**config.mk**
```make
export PLATFORM = sky130hd
export DESIGN_NAME = bbox_detect
export DESIGN_NICKNAME = d
export VERILOG_FILES = /design/src/rtl/bbox_detect_pkg.sv /design/src/rtl/bbox_detect_pixel_pos_counter.sv /design/src/rtl/bbox_detect.sv
export SDC_FILE = /design/constraint.sdc
export NUM_CORES = 1
export LEC_CHECK = 0
export CAP_MARGIN = 5
export CORE_MARGIN = 8
export CORE_UTILIZATION = 49
export DETAILED_ROUTE_END_ITERATION = 8
export PLACE_DENSITY = 0.76
export SYNTH_ARGS = -nofsm -noshare
export SYNTH_HDL_FRONTEND = slang
export SYNTH_SLANG_ARGS = --single-unit
```
**constraint.sdc**
```tcl
create_clock -name clk -period 3.02 [get_ports clk]
set_input_delay 0.604 -clock clk [delete_from_list [all_inputs] [get_ports clk]]
set_output_delay 0.604 -clock clk [all_outputs]
set_load 0.01 [all_outputs]
```
**src/rtl/bbox_detect_pkg.sv**
```systemverilog
// -----------------------------------------------------------------------------
// bbox_detect_pkg
//   Shared video definitions for the segmentation / overlay chain:
//   coordinate and count widths, default frame geometry and the state
//   encoding of the bounding-box measurement FSM.
// -----------------------------------------------------------------------------
package bbox_detect_pkg;

    localparam int unsigned COORD_W   = 11;
    localparam int unsigned COUNT_W   = 21;
    localparam int unsigned DEF_IMG_W = 1280;
    localparam int unsigned DEF_IMG_H = 720;

    typedef enum logic [1:0] {
        ST_IDLE   = 2'd0,
        ST_ACTIVE = 2'd1,
        ST_LATCH  = 2'd2,
        ST_WAIT   = 2'd3
    } bbox_state_t;

endpackage

```
**src/rtl/bbox_detect_pixel_pos_counter.sv**
```systemverilog
// -----------------------------------------------------------------------------
// pixel_pos_counter
//   Tracks the (x, y) position of the pixel currently on the bus. The outputs
//   are the coordinate of the pixel sampled this cycle; the count advances on
//   the clock edge that consumes it.
//
//   Ports:
//     clk, rst_n   pixel clock, asynchronous active-low reset
//     de           data enable, advances the position
//     vsync        vertical sync, clears the position while high
//     x_pos, y_pos current pixel coordinate
// -----------------------------------------------------------------------------
module pixel_pos_counter
    import bbox_detect_pkg::*;
#(
    parameter int unsigned IMG_W = DEF_IMG_W,
    parameter int unsigned IMG_H = DEF_IMG_H
) (
    input  logic               clk,
    input  logic               rst_n,
    input  logic               de,
    input  logic               vsync,
    output logic [COORD_W-1:0] x_pos,
    output logic [COORD_W-1:0] y_pos
);

    localparam logic [COORD_W-1:0] X_LAST = COORD_W'(IMG_W - 1);
    localparam logic [COORD_W-1:0] Y_LAST = COORD_W'(IMG_H - 1);

    logic [COORD_W-1:0] x_q, x_d;
    logic [COORD_W-1:0] y_q, y_d;

    always_comb begin
        x_d = x_q;
        y_d = y_q;
        if (vsync) begin
            x_d = '0;
            y_d = '0;
        end else if (de) begin
            if (x_q == X_LAST) begin
                x_d = '0;
                y_d = (y_q == Y_LAST) ? '0 : y_q + 1'b1;
            end else begin
                x_d = x_q + 1'b1;
            end
        end
    end

    always_ff @(posedge clk or negedge rst_n) begin
        if (!rst_n) begin
            x_q <= '0;
            y_q <= '0;
        end else begin
            x_q <= x_d;
            y_q <= y_d;
        end
    end

    assign x_pos = x_q;
    assign y_pos = y_q;

endmodule

```
**src/rtl/bbox_detect.sv**
```systemverilog
// -----------------------------------------------------------------------------
// bbox_detect
//   Measures the bounding box of foreground (non-zero) pixels in a binary mask
//   stream and reports it once per frame, at frame end. Video is forwarded
//   with a fixed one-cycle delay.
//
//   Ports:
//     clk, rst_n                    pixel clock, asynchronous active-low reset
//     de_in, hsync_in, vsync_in     video timing in (vsync active-high)
//     pixel_in                      mask pixel, foreground iff non-zero
//     de_out, hsync_out, vsync_out  timing delayed one cycle
//     pixel_out                     pixel delayed one cycle
//     left_top_x/y                  min foreground coordinate, last valid frame
//     right_bottom_x/y              max foreground coordinate, last valid frame
//     pixel_count                   foreground count of last completed frame
//     bbox_valid                    last completed frame met MIN_AREA
//     frame_done                    one-cycle pulse when results update
// -----------------------------------------------------------------------------
module bbox_detect
    import bbox_detect_pkg::*;
#(
    parameter int unsigned IMG_W    = DEF_IMG_W,
    parameter int unsigned IMG_H    = DEF_IMG_H,
    parameter int unsigned MIN_AREA = 1
) (
    input  logic               clk,
    input  logic               rst_n,
    input  logic               de_in,
    input  logic               hsync_in,
    input  logic               vsync_in,
    input  logic [23:0]        pixel_in,
    output logic               de_out,
    output logic               hsync_out,
    output logic               vsync_out,
    output logic [23:0]        pixel_out,
    output logic [COORD_W-1:0] left_top_x,
    output logic [COORD_W-1:0] left_top_y,
    output logic [COORD_W-1:0] right_bottom_x,
    output logic [COORD_W-1:0] right_bottom_y,
    output logic [COUNT_W-1:0] pixel_count,
    output logic               bbox_valid,
    output logic               frame_done
);

    localparam logic [COUNT_W-1:0] MIN_COUNT = COUNT_W'(MIN_AREA);

    logic [COORD_W-1:0] x_pos, y_pos;

    pixel_pos_counter #(
        .IMG_W (IMG_W),
        .IMG_H (IMG_H)
    ) u_pos (
        .clk   (clk),
        .rst_n (rst_n),
        .de    (de_in),
        .vsync (vsync_in),
        .x_pos (x_pos),
        .y_pos (y_pos)
    );

    // vsync_q doubles as the edge-detect history and the vsync passthrough.
    logic               vsync_q;
    logic               de_q, hsync_q;
    logic [23:0]        pixel_q;

    bbox_state_t        state_q, state_d;

    logic [COORD_W-1:0] min_x_q, min_x_d, min_y_q, min_y_d;
    logic [COORD_W-1:0] max_x_q, max_x_d, max_y_q, max_y_d;
    logic [COUNT_W-1:0] count_q, count_d;
    logic               found_q, found_d;

    logic [COORD_W-1:0] left_top_x_q, left_top_x_d, left_top_y_q, left_top_y_d;
    logic [COORD_W-1:0] right_bottom_x_q, right_bottom_x_d;
    logic [COORD_W-1:0] right_bottom_y_q, right_bottom_y_d;
    logic [COUNT_W-1:0] pixel_count_q, pixel_count_d;
    logic               bbox_valid_q, bbox_valid_d;
    logic               frame_done_q, frame_done_d;

    logic vsync_rise, vsync_fall;
    logic frame_start, latch, pix_hit;

    // Frame control
    always_comb begin
        vsync_rise  = vsync_in & ~vsync_q;
        vsync_fall  = ~vsync_in & vsync_q;
        state_d     = state_q;
        frame_start = 1'b0;
        latch       = 1'b0;
        case (state_q)
            ST_IDLE, ST_WAIT: begin
                if (vsync_fall) begin
                    frame_start = 1'b1;
                    state_d     = ST_ACTIVE;
                end
            end
            ST_ACTIVE: begin
                if (vsync_rise) state_d = ST_LATCH;
            end
            ST_LATCH: begin
                latch   = 1'b1;
                state_d = ST_WAIT;
            end
            default: state_d = ST_IDLE;
        endcase
    end

    // Accumulators. The clear at frame start is folded into the same update
    // so a foreground pixel in the first active cycle is not lost.
    always_comb begin
        min_x_d = frame_start ? '1 : min_x_q;
        min_y_d = frame_start ? '1 : min_y_q;
        max_x_d = frame_start ? '0 : max_x_q;
        max_y_d = frame_start ? '0 : max_y_q;
        count_d = frame_start ? '0 : count_q;
        found_d = frame_start ? 1'b0 : found_q;

        pix_hit = ((state_q == ST_ACTIVE) || frame_start) && de_in && !vsync_in
                  && (pixel_in != '0);
        if (pix_hit) begin
            if (x_pos < min_x_d) min_x_d = x_pos;
            if (y_pos < min_y_d) min_y_d = y_pos;
            if (x_pos > max_x_d) max_x_d = x_pos;
            if (y_pos > max_y_d) max_y_d = y_pos;
            if (count_d != '1) count_d = count_d + 1'b1;
            found_d = 1'b1;
        end
    end

    // Reported results
    always_comb begin
        left_top_x_d     = left_top_x_q;
        left_top_y_d     = left_top_y_q;
        right_bottom_x_d = right_bottom_x_q;
        right_bottom_y_d = right_bottom_y_q;
        pixel_count_d    = pixel_count_q;
        bbox_valid_d     = bbox_valid_q;
        frame_done_d     = 1'b0;
        if (latch) begin
            pixel_count_d = count_q;
            bbox_valid_d  = (count_q >= MIN_COUNT);
            frame_done_d  = 1'b1;
            // found_q keeps the reset-value min/max out of the outputs if
            // MIN_AREA is ever set to 0 and a frame has no foreground.
            if (bbox_valid_d && found_q) begin
                left_top_x_d     = min_x_q;
                left_top_y_d     = min_y_q;
                right_bottom_x_d = max_x_q;
                right_bottom_y_d = max_y_q;
            end
        end
    end

    always_ff @(posedge clk or negedge rst_n) begin
        if (!rst_n) begin
            state_q          <= ST_IDLE;
            vsync_q          <= 1'b0;
            de_q             <= 1'b0;
            hsync_q          <= 1'b0;
            pixel_q          <= '0;
            min_x_q          <= '1;
            min_y_q          <= '1;
            max_x_q          <= '0;
            max_y_q          <= '0;
            count_q          <= '0;
            found_q          <= 1'b0;
            left_top_x_q     <= '0;
            left_top_y_q     <= '0;
            right_bottom_x_q <= '0;
            right_bottom_y_q <= '0;
            pixel_count_q    <= '0;
            bbox_valid_q     <= 1'b0;
            frame_done_q     <= 1'b0;
        end else begin
            state_q          <= state_d;
            vsync_q          <= vsync_in;
            de_q             <= de_in;
            hsync_q          <= hsync_in;
            pixel_q          <= pixel_in;
            min_x_q          <= min_x_d;
            min_y_q          <= min_y_d;
            max_x_q          <= max_x_d;
            max_y_q          <= max_y_d;
            count_q          <= count_d;
            found_q          <= found_d;
            left_top_x_q     <= left_top_x_d;
            left_top_y_q     <= left_top_y_d;
            right_bottom_x_q <= right_bottom_x_d;
            right_bottom_y_q <= right_bottom_y_d;
            pixel_count_q    <= pixel_count_d;
            bbox_valid_q     <= bbox_valid_d;
            frame_done_q     <= frame_done_d;
        end
    end

    assign de_out         = de_q;
    assign hsync_out      = hsync_q;
    assign vsync_out      = vsync_q;
    assign pixel_out      = pixel_q;
    assign left_top_x     = left_top_x_q;
    assign left_top_y     = left_top_y_q;
    assign right_bottom_x = right_bottom_x_q;
    assign right_bottom_y = right_bottom_y_q;
    assign pixel_count    = pixel_count_q;
    assign bbox_valid     = bbox_valid_q;
    assign frame_done     = frame_done_q;

endmodule

```
==> flow_metrics.env, run 1 <==
export IMPL_n_antenna_cell=0
export IMPL_grt_pass1_wl_mm=33.22
export IMPL_start_kind="flip-flop"
export IMPL_cts_max_level=4
export IMPL_nNetsFinal=989
export IMPL_yosysWarnings=0
export IMPL_clkTransAtPathRegs_ps=80
export IMPL_seqCellArea_mm2=0.004632
export IMPL_critPathMostFrequentCell="buf_6"
export IMPL_synth_seq_cells=184
export IMPL_total_power_w=0.008160
export IMPL_io_buffer_count=122
export IMPL_track_usage_pct=18.76
export IMPL_total_leakage_power_nw=4.964
export IMPL_dieArea_mm2=0.02202
export IMPL_grt_pass1_vias=6436
export IMPL_fp_coreArea_mm2=0.01724
export IMPL_avgSynthCellArea_um2=11.73
export IMPL_ys_flop_type="dfrtp_1"
export IMPL_numCtsBuffers=17
export IMPL_finish_instance_area_mm2=0.01124
export IMPL_clk_latency_ps=430
export IMPL_powerDensity_mw_per_mm2=726.0
export IMPL_place_gp_congestion=0.9130
export IMPL_fin_crit_sh_pct=97.25
export IMPL_max_stage_delay_ps=420
export IMPL_required_ps=3380
export IMPL_rsz0062_at_grt="no"
export IMPL_overflow=0
export IMPL_cp_max_fo=6
export IMPL_min_delay_path_class="primary input to async pin"
export IMPL_cp_end_kind="flip-flop"
export IMPL_cap_viol_max_count=0
export IMPL_synth_distinct_cells=56
export IMPL_ant_nets=0
export IMPL_synthesis_area_mm2=0.008588
export IMPL_synthCells=732
export IMPL_grt_max_degree=66
export IMPL_post_route_util_pct=65.21
export IMPL_hpwl_mm=14.84
export IMPL_cp_data_arrival_time_ps=3300
export IMPL_tightest_slew_ps=787.3
export IMPL_reg2reg_slack_ps=80
export IMPL_layout_min_cycle_time_ps=2937
export IMPL_irDropWorstVdd_uv=438.2
export IMPL_yosys_area_top_type="dfrtp_1"
export IMPL_synth_fa_ha_area_share_pct=6.993
export IMPL_synth_async_reset_ratio_pct=100.0
export IMPL_die_w_um=148.4
export IMPL_synth_top_family_by_area="multiplexers"
export IMPL_area_growth_pct=30.87
export IMPL_synthSimpleGateAreaFrac_pct=13.59
export IMPL_rows=48
export IMPL_max_freq_ghz=0.3405
export IMPL_ys_seq_area_share_pct=53.93
export IMPL_cts_root_buf="clkbuf_16"
export IMPL_drt_pre_antenna_iters=4
export IMPL_crit_chain="ha_4 > buf_6 > and3b_2 > buf_6 > buf_12 > nor2_4 > ha_4 > buf_4 > nand3_1 > nor2_1 > o311a_1 > nor4_4 > buf_6 > mux2i_1"
export IMPL_post_dp_cell_area_mm2=0.01049
export IMPL_fin_skew_ps=12.78
export IMPL_synth_top_area_share_pct=47.20
export IMPL_synthXorXnorAreaFrac_pct=1.326
export IMPL_vias=6492
export IMPL_hold_viol_final=0
export IMPL_wl_per_cell_um=17.99
export IMPL_slew_viol_final=0
export IMPL_synthTopCellsByArea="dfrtp_1 (47%), mux2_2 (9.0%), ha_1 (7.0%)"
export IMPL_cts_hold_buf=0
export IMPL_crit_family="simple AND/OR/NAND/NOR gates"
export IMPL_synth_edf_count=0
export IMPL_synthMuxAreaShare_pct=14.29
export IMPL_critPathBufInv=5
export IMPL_clockBufferDepth=2
export IMPL_cts_sinks=184
export IMPL_routed_wl_mm=20.69
export IMPL_setup_viol=0
export IMPL_synth_compound_area_share_pct=7.080
export IMPL_outcome="finished, final reports clean"
export IMPL_slew_headroom_pct=46.94
export IMPL_io_pins=123
export IMPL_drtIter0Drc=412
export IMPL_syn_nets=809
export IMPL_cts_tree="built"
export IMPL_crit_type="flip-flop to flip-flop"
export IMPL_drive_above_1_share_pct=23.78
export IMPL_initial_core_util_pct=49.83
export IMPL_antenna_found_initial=0
export IMPL_setup_tns_ps=0
export IMPL_die_h_um=148.4
export IMPL_nFillCells=1301
export IMPL_critPathSlowestCell="dfrtp_1"
export IMPL_multi_input_area_mm2=0.003850
export IMPL_vias_per_cell=5.645
export IMPL_drc=0
[path summary, 6_finish.rpt]
path,startpoint,endpoint,depth (start not counted)
setup / recovery,state_q[1]$_DFFE_PN0P_,min_x_q[5]$_DFF_PN1_,14
hold reg to reg,right_bottom_x[7]$_DFFE_PN0P_,right_bottom_x[7]$_DFFE_PN0P_,1
setup reg to reg,state_q[1]$_DFFE_PN0P_,min_x_q[5]$_DFF_PN1_,14
min in group clk,right_bottom_x[7]$_DFFE_PN0P_,right_bottom_x[7]$_DFFE_PN0P_,1
hold / removal,rst_n,pixel_out[15]$_DFF_PN0_,1
max in group asynchronous,rst_n,min_y_q[0]$_DFF_PN1_,2
[state kept, by name, summed over array words and instances (netlist names), 2 cells and up]
signal	count
pixel_out	24
count_q	21
pixel_count	21
left_top_x	11
left_top_y	11
max_x_q	11
max_y_q	11
min_x_q	11
min_y_q	11
right_bottom_x	11
right_bottom_y	11
u_pos.x_pos	11
u_pos.y_pos	11
state_q	2
[layout make-up]
type / instances / area share (%)
clock buffer: 19 / 3.941
clock inverter: 13 / 1.213
inverter: 28 / 0.9351
multi-input combinational: 492 / 34.25
sequential: 184 / 41.21
tap: 225 / 2.505
timing repair buffer: 189 / 15.94
[cells in the mapped netlist (4+ instances only)]
library cell	n
buf_4	5
dfstp_2	22
o31ai_1	15
nor2b_1	4
nor4_1	16
dfrtp_1	162
mux2i_1	45
a211oi_1	5
a21oi_1	33
nor2_1	46
clkbuf_1	13
nor3_1	12
xnor2_1	12
and4_1	8
nand2_1	50
o21ai_0	20
a31oi_1	5
and2_1	5
nand2b_1	7
nand4_1	17
buf_2	8
inv_1	28
mux2_2	69
or4_1	12
ha_1	48
nand3_1	24
[per-layer routing]
metal	up-vias	GRT usage [%]	wire (um)
met5	-	0	0
met4	0	5.507	265
met3	25	3.829	1071
met2	183	30.23	9950
met1	3242	25.11	9405
li1	3042	-	-
[worst reg2reg max path, stage by stage (launching register included)]
cell and delay [ps]:
dfrtp_1 420, ha_4 270, buf_6 120, and3b_2 250, buf_6 160, buf_12 150, nor2_4 110, ha_4 220
buf_4 130, nand3_1 70, nor2_1 60, o311a_1 150, nor4_4 340, buf_6 200, mux2i_1 220
[kinds of logic (layout without fill, tap and decap cells)]
group / Yosys count / in the layout
flops: 184 / 184
buf+inv: 56 / 249
compound gates: 97 / 97
xor+xnor: 13 / 13
mux: 114 / 114
fa+ha+maj: 48 / 48
simple gates: 220 / 220
[where the power goes]
part	total, W	internal (W)	leakage [nW]	switching [W]
combinational	0.00261	0.00144	2.32	0.00117
sequential	0.00335	0.00304	2.37	0.000310
clock	0.00220	0.00119	0.281	0.00101
total	0.00816	0.00567	4.96	0.00249
[layout by cell type (no fill, tap or decap), drive strengths merged, types with 5 or more instances in the layout]
cell	instances
xnor2	12
nor3	12
dfstp	22
nor2	47
mux2i	45
mux2	69
ha	48
a21oi	33
o21ai	21
and2	6
nand3	24
a211oi	5
buf	68
and4	9
a31oi	5
or4	12
o31ai	15
dfrtp	162
nand4	18
clkbuf	19
nor4	16
nand2	50
nand2b	7
inv	35
clkdlybuf4s50	121
[stage by stage]
stage	cells	hold WS, ps	setup WS [ps]
4_1_cts	1147	165.8	0.8331
3_5_place_dp	1114	492.3	-378.4
5_1_grt	1150	186.3	11.75
3_3_place_gp	1114	477.7	-359.8
2_1_floorplan	732	308.4	0.8347
6_report	1150	151.4	83.09
[timing repair]
item,CTS,global route
resized for setup,1,30
cloned,0,1
setup buffers,1,2
endpoints found under the setup margin,5,36
pin swaps,2,8
Power figures use the tool's default switching activity.
==> run 2, diff against run 1 <==
- PLACE_DENSITY: 0.76 -> unset
- PLACE_DENSITY_LB_ADDON: unset -> 0.1
- TNS_END_PERCENT: unset -> 100
==> flow_metrics.env, run 2 (synthesis results as in run 1) <==
export IMPL_slew_headroom_pct=44.08
export IMPL_grt_pass1_vias=6689
export IMPL_outcome="finished, final reports clean"
export IMPL_cp_end_kind="flip-flop"
export IMPL_crit_chain="clkdlybuf4s50_1 > nand3b_1 > buf_4 > nand2_1 > ha_1 > a21oi_1 > o21ai_0 > a2111oi_2 > buf_4 > nor3_4 > buf_4 > mux2i_1"
export IMPL_routed_wl_mm=21.56
export IMPL_cts_sinks=184
export IMPL_max_stage_delay_ps=500
export IMPL_critPathBufInv=4
export IMPL_numCtsBuffers=17
export IMPL_layout_commonest_cell="dfrtp_1"
export IMPL_post_dp_cell_area_mm2=0.01049
export IMPL_vias_per_cell=5.663
export IMPL_area_growth_pct=32.08
export IMPL_overflow=0
export IMPL_clockBufferDepth=2
export IMPL_tightest_slew_ps=829.8
export IMPL_slew_viol_final=0
export IMPL_cts_root_buf="clkbuf_16"
export IMPL_crit_path_start="vsync_in"
export IMPL_grt_max_degree=72
export IMPL_dp_slack_ps=-455.6
export IMPL_io_pins=123
export IMPL_finish_instance_area_mm2=0.01134
export IMPL_vias=6484
export IMPL_pwr_share_seq_pct=39.8
export IMPL_clkPwrFrac_pct=29.4
export IMPL_drt_pre_antenna_iters=5
export IMPL_place_gp_congestion=0.9458
export IMPL_required_ps=3360
export IMPL_intPower_w=0.005922
export IMPL_fp_coreArea_mm2=0.01724
export IMPL_max_freq_ghz=0.3393
export IMPL_critPathMostFrequentCell="buf_4"
export IMPL_setup_tns_ps=0
export IMPL_crit_type="primary input to flip-flop"
export IMPL_total_leakage_power_nw=4.988
export IMPL_start_kind="primary input"
export IMPL_p_comb_share_pct=30.8
export IMPL_initial_core_util_pct=49.83
export IMPL_hold_viol_final=0
export IMPL_die_w_um=148.4
export IMPL_antenna_found_initial=0
export IMPL_rr_endpoint="max_x_q[6]$_DFF_PN0_"
export IMPL_critPathSlowestCell="clkdlybuf4s50_1"
export IMPL_drc=0
export IMPL_reg2reg_slack_ps=90
export IMPL_irDropWorstVdd_uv=418.6
export IMPL_setup_viol=0
export IMPL_dieArea_mm2=0.02202
export IMPL_drive_above_1_share_pct=24.67
export IMPL_hpwl_mm=15.60
export IMPL_cp_data_arrival_time_ps=3290
export IMPL_cap_viol_max_count=0
export IMPL_cp_max_fo=11
export IMPL_cts_tree="built"
export IMPL_r2r_start="state_q[0]$_DFFE_PN0P_"
export IMPL_fin_skew_ps=10.07
export IMPL_io_buffer_count=122
export IMPL_grt_pass1_wl_mm=34.70
export IMPL_track_usage_pct=19.65
export IMPL_layout_min_cycle_time_ps=2948
export IMPL_n_antenna_cell=0
export IMPL_ant_nets=0
export IMPL_wl_per_cell_um=18.83
export IMPL_nFillCells=1297
export IMPL_clkTransAtPathRegs_ps=70
export IMPL_layout_common_cells="dfrtp_1 (162), clkdlybuf4s50_1 (121), mux2_2 (69)"
export IMPL_rows=48
export IMPL_powerDensity_mw_per_mm2=737.1
export IMPL_switching_share_pct=29.18
export IMPL_fin_hold_ws_ps=188.7
export IMPL_layout_setup_ws_ps=72.46
export IMPL_p_sw_w=0.002440
export IMPL_drtIter0Drc=333
export IMPL_crit_family="buffers and inverters"
export IMPL_nNetsFinal=985
export IMPL_reg2regPathDepth=13
export IMPL_post_route_util_pct=65.81
export IMPL_clk_latency_ps=430
export IMPL_die_h_um=148.4
export IMPL_cts_max_level=4
export IMPL_min_delay_path_class="primary input to async pin"
export IMPL_largest_register_ffs=24
export IMPL_fin_crit_sh_pct=97.60
[run 2: cell count changes in the layout (fill, tap and decap cells not counted), sizes merged]
cell	change
clkinvlp	-2
bufinv	+4
buf	-4
clkbuf	-1
inv	-2
[run 2: power by group through the flow]
stage | Clock, W | Combinational, W | Sequential [W]
floorplan | 0 | 0.00114 | 0.00340
global placement | 0 | 0.00233 | 0.00334
detailed placement | 0 | 0.00241 | 0.00336
CTS | 0.00250 | 0.00243 | 0.00331
global route | 0.00260 | 0.00280 | 0.00339
finish | 0.00246 | 0.00258 | 0.00332
[run 2: final cells by class]
class	count	area (um^2)	share of cell area, %
Tap cell	225	281.5	2.482
Timing Repair Buffer	185	1768	15.59
Multi-Input combinational cell	492	3910	34.47
Sequential cell	184	4632	40.83
Clock buffer	18	429.2	3.783
Inverter	28	105.1	0.9265
Clock inverter	13	217.7	1.919
[run 2: how the worst max path moves through the flow]
stage                                end  slack, ps  depth (start not counted)
floorplan           min_x_q[0]$_DFF_PN1_        0.8                         13
global placement    min_x_q[3]$_DFF_PN1_       -420                         12
detailed placement  min_x_q[1]$_DFF_PN1_       -460                         12
CTS                 max_x_q[8]$_DFF_PN0_          7                         13
global route        max_x_q[6]$_DFF_PN0_        -50                         13
finish              max_x_q[6]$_DFF_PN0_         70                         12
[run 2: metal layers]
metal,GRT usage [%],vias up,routed length [um]
li1,-,3016,-
met1,23.69,3232,8933
met2,33.86,203,11070
met3,4.254,33,1135
met4,7.394,0,417
met5,0,-,0
[run 2: what timing repair did]
action                     in CTS  in global routing
setup endpoints to repair      11                 53
hold buffers                    0                  0
pin swaps                       1                  4
resized for setup               1                 43
setup buffers                   0                  1
[run 2: metrics by stage]
stage	cells	total power [W]
after floorplan	732	0.004544
after global placement	1113	0.005669
final	1145	0.008362
after global routing	1145	0.008787
after detailed placement	1113	0.005764
after CTS	1144	0.008238
